--- config.mk ---
export PLATFORM = sky130hd
export DESIGN_NAME = uart_mmio_responder
export DESIGN_NICKNAME = d
export VERILOG_FILES = /design/src/rtl/uart_mmio_responder.sv
export SDC_FILE = /design/constraint.sdc
export NUM_CORES = 1
export LEC_CHECK = 0
export BUFFER_PORTS_ARGS = -buffer_cell sky130_fd_sc_hd__buf_2
export CAP_MARGIN = 30
export CORE_MARGIN = 3
export CORE_UTILIZATION = 46
export DETAILED_ROUTE_END_ITERATION = 16
export GPL_TIMING_DRIVEN = 1
export PLACE_DENSITY = 0.85
export SYNTH_ARGS = -nofsm -noshare
export SYNTH_HDL_FRONTEND = slang
export SYNTH_SLANG_ARGS = --single-unit
--- constraint.sdc ---
create_clock -name clk -period 3.4 [get_ports clk]
set_input_delay 0.17 -clock clk [delete_from_list [all_inputs] [get_ports clk]]
set_output_delay 0.17 -clock clk [all_outputs]
set_load 0.05 [all_outputs]
--- src/rtl/uart_mmio_responder.sv ---
// UART MMIO responder: CPU load/store front end for the TX and RX serial cores.
// Owns the TX launch handshake and the RX holding register with overrun flag.
module uart_mmio_responder #(
  parameter int DATA_WIDTH = 32
) (
  input  logic                  clk,
  input  logic                  reset,
  input  logic [1:0]            Device_sel_i,
  input  logic                  Mem_Write_i,
  input  logic                  Mem_Read_i,
  input  logic [DATA_WIDTH-1:0] Write_Data_i,
  output logic [DATA_WIDTH-1:0] Read_Data_o,
  output logic [7:0]            Tx_Data_o,
  output logic                  Tx_Start_o,
  input  logic                  Tx_Busy_i,
  input  logic [7:0]            Rx_Data_i,
  input  logic                  Rx_Valid_i
);

  typedef enum logic [1:0] {
    IDLE,
    LAUNCH,
    WAIT_BUSY,
    WAIT_DONE
  } tx_state_t;

  tx_state_t  tx_state;
  tx_state_t  tx_next;
  logic [7:0] tx_data_r;
  logic [7:0] tx_shadow;
  logic [7:0] rx_data_r;
  logic       rx_full;
  logic       rx_overrun;

  logic tx_idle;
  logic wr_tx;
  logic wr_ctl;
  logic send;
  logic pop;
  logic ovr_set;
  logic ovr_clr;

  // Only the low byte of a store carries data.
  logic unused_wdata;
  assign unused_wdata = ^Write_Data_i;

  assign tx_idle = (tx_state == IDLE);
  assign wr_tx   = Mem_Write_i && (Device_sel_i == 2'b01);
  assign wr_ctl  = Mem_Write_i && (Device_sel_i == 2'b11);
  assign send    = wr_ctl && Write_Data_i[0] && tx_idle;
  assign pop     = Mem_Read_i && (Device_sel_i == 2'b10);
  assign ovr_set = Rx_Valid_i && rx_full && !pop;
  assign ovr_clr = wr_ctl && Write_Data_i[1];

  always_ff @(posedge clk) begin
    if (reset) begin
      tx_state  <= IDLE;
      tx_data_r <= 8'h00;
      tx_shadow <= 8'h00;
    end else begin
      tx_state <= tx_next;
      if (wr_tx && tx_idle) tx_data_r <= Write_Data_i[7:0];
      if (send) tx_shadow <= tx_data_r;
    end
  end

  always_comb begin
    tx_next    = tx_state;
    Tx_Start_o = 1'b0;
    unique case (tx_state)
      IDLE:      if (send) tx_next = LAUNCH;
      LAUNCH: begin
        Tx_Start_o = 1'b1;
        tx_next    = WAIT_BUSY;
      end
      WAIT_BUSY: if (Tx_Busy_i) tx_next = WAIT_DONE;
      WAIT_DONE: if (!Tx_Busy_i) tx_next = IDLE;
    endcase
  end

  assign Tx_Data_o = tx_shadow;

  // A capture in the same cycle as a pop refills the register cleanly.
  always_ff @(posedge clk) begin
    if (reset) begin
      rx_data_r  <= 8'h00;
      rx_full    <= 1'b0;
      rx_overrun <= 1'b0;
    end else begin
      if (Rx_Valid_i) begin
        rx_data_r <= Rx_Data_i;
        rx_full   <= 1'b1;
      end else if (pop) begin
        rx_full <= 1'b0;
      end
      if (ovr_set) rx_overrun <= 1'b1;
      else if (ovr_clr) rx_overrun <= 1'b0;
    end
  end

  always_comb begin
    Read_Data_o = '0;
    case (Device_sel_i)
      2'b01:   Read_Data_o[7:0] = tx_data_r;
      2'b10:   Read_Data_o[7:0] = rx_data_r;
      2'b11:   Read_Data_o[2:0] = {rx_overrun, rx_full, !tx_idle};
      default: Read_Data_o = '0;
    endcase
  end

endmodule

==> results.sh <==
export IMPL_outcome="complete, no violations"
export IMPL_nets=258
export IMPL_synth_edf_count=0
export IMPL_start_kind="flop"
export IMPL_gr_total_overflow=0
export IMPL_gp_congestion=0.7447
export IMPL_worstSetupPathType="flop to output port"
export IMPL_cts_tree="done"
export IMPL_ctsHoldBuffers=0
export IMPL_yosysMostFrequentCell="dfxtp_1"
export IMPL_hold_path_class="input pin to flop"
export IMPL_seq_area_frac_synth_pct=37.97
export IMPL_n_antenna_cell=0
export IMPL_wl_met1_um=1232
export IMPL_postCtsSetupBuffers=0
export IMPL_fmax_ghz=0.5264
export IMPL_synthDominantCellAreaShare_pct=37.97
export IMPL_tns_ps=0
export IMPL_synth_top_cell_by_area="dfxtp_1"
export IMPL_drive_above_1_share_pct=24.00
export IMPL_routed_top_layer="met4"
export IMPL_die_w_um=62.66
export IMPL_drtIter0Drc=47
export IMPL_drt_wl_total_um=2973
export IMPL_rsz0062_at_grt="false"
export IMPL_design_area_mm2=0.001653
export IMPL_finalCritPeriodShare_pct=55.88
export IMPL_die_h_um=62.66
export IMPL_critPathMaxFanout=5
export IMPL_hold_violations=0
export IMPL_worstSetupEndpointType="output port"
export IMPL_async_reset_ff_share_pct=0
export IMPL_fin_crit_ps=1900
export IMPL_regArea_um2=560.5
export IMPL_synth_area_leaders="dfxtp_1 (38%), buf_4 (13%), mux2i_1 (12%)"
export IMPL_synth_avg_cell_area_um2=9.003
export IMPL_grt_usage_pct=15.35
export IMPL_grt_pass1_wl_um=4988
export IMPL_synthesis_area_mm2=0.001476
export IMPL_clk_latency_ps=330
export IMPL_cp_data_required_time_ps=3230
export IMPL_synth_cell_types=22
export IMPL_synth_seq_cells=28
export IMPL_dp_hpwl_um=2276
export IMPL_vias_per_cell=4.814
export IMPL_antenna_found_initial=0
export IMPL_grt_max_degree=31
export IMPL_io_pins=89
export IMPL_drv_slew=0
export IMPL_cts_buffer_depth=2
export IMPL_dr_wl_met3_um=291
export IMPL_arrival_ps=1730
export IMPL_yosys_top_cells_count="dfxtp_1 (28), buf_4 (25), nor2_1 (22), mux2i_1 (18), nand2_1 (16)"
export IMPL_num_vias=1165
export IMPL_ant_nets=0
export IMPL_finClkSkew_ps=0.9612
export IMPL_p_leak_nw=0.8339
export IMPL_ctsResizeCount=0
export IMPL_clk_pin_slew_ps=150
export IMPL_peakVddDrop_mv=0.2508
export IMPL_multi_input_area_um2=768.2
export IMPL_grt_pass1_vias=1127
export IMPL_cts_sinks=28
export IMPL_syn_inst=164
export IMPL_drt_first_pass_iters=5
export IMPL_wl_met2_um=1422
export IMPL_io_buffers=40
export IMPL_drc=0
export IMPL_placed_area_mm2=0.001600
export IMPL_cts_buffers=3
export IMPL_rows=19
export IMPL_ys_flop_type="dfxtp_1"
export IMPL_yosys_warnings=0
export IMPL_initial_utilization_pct=50.91
export IMPL_core_area_mm2=0.002900
export IMPL_die_area_mm2=0.003926
export IMPL_fill_cells=285
export IMPL_ctsRootBufferMaster="clkbuf_4"
export IMPL_cts_htree_levels=1
export IMPL_areaGrowthSynthToFinish_pct=11.95
export IMPL_routedWlPerCell_um=12.29
export IMPL_setup_viol=0
export IMPL_power_density_mw_per_mm2=497.8
export IMPL_maxCapViolCount=0
==> stage by stage <==
stage               total power, W  utilization (%)  hold slack, ps  setup slack [ps]  instances
floorplan                0.0005864                -           313.9              1760        187
global placement         0.0006028            55.18           401.3              1892        238
detailed placement       0.0006100            55.18           411.4              1881        238
CTS                      0.0008235            56.99           62.16              1489        242
global route             0.0008602            56.99           49.88              1352        242
finish                   0.0008227            56.99           64.09              1500        242
==> metal layers <==
layer  up-vias  track usage [%]
met3         4            3.237
met1       529            18.48
met4         0            5.234
li1        572                -
met2        60            26.90
met5         -                0
==> kinds of logic after synthesis <==
| family | count (synthesis) | share of synthesized area, % |
|---|---|---|
| other cells | 1 | 0.2540 |
| buf+inv | 36 | 15.85 |
| compound gates | 20 | 9.831 |
| flops | 28 | 37.97 |
| mux | 18 | 12.20 |
| fa+ha+maj | 9 | 7.627 |
| simple gates | 52 | 16.27 |
==> registers in the layout (all words and copies together) (netlist names) <==
name	count
rx_overrun	1
tx_state	2
Tx_Data_o	8
rx_data_r	8
tx_data_r	8
rx_full	1
==> cells in the final DEF, fill, tap and decap left out, drive strengths merged <==
cell type,count
buf,40
dfxtp,28
conb,24
nor2,22
mux2i,18
nand2,16
ha,9
a21oi,8
a22oi,6
nor2b,6
inv,5
a222oi,3
nand2b,3
clkbuf,3
nand3,3
and4,1
nand4,1
a21boi,1
o21bai,1
a221oi,1
bufinv,1
==> path summary, 6_finish.rpt <==
path / startpoint / end / slack (ps) / cells past startpoint
hold / removal: Rx_Data_i[6] / rx_data_r[6]$_SDFFE_PP0P_ / 60 / 3
setup reg to reg: tx_state[1]$_SDFFE_PP0P_ / tx_data_r[1]$_SDFFE_PP0P_ / 1920 / 5
setup / recovery: tx_state[1]$_SDFFE_PP0P_ / Read_Data_o[0] / 1500 / 6
hold reg to reg: Tx_Data_o[0]$_SDFFE_PP0P_ / Tx_Data_o[0]$_SDFFE_PP0P_ / 460 / 2
==> area by class of cell <==
type | count | area share (%)
flip-flops and latches | 28 | 33.91
clock buffers | 3 | 1.363
multi-input cells | 123 | 46.48
clock inverters | 1 | 1.817
well taps | 42 | 3.179
repair buffers | 40 | 12.11
inverters | 5 | 1.136
==> critical path, cell delays in order, from the launching register on <==
cell and delay, ps:
dfxtp_1 370, inv_1 120, ha_1 280, inv_1 60
a222oi_1 290, nor2_1 70, buf_2 220
==> report_power, final <==
part           switching (W)  internal [W]  total, W
clock              0.0000982      0.000119  0.000217
combinational       0.000170     0.0000699  0.000240
sequential         0.0000168      0.000349  0.000365
No activity file was read; power rests on OpenSTA's default activity.
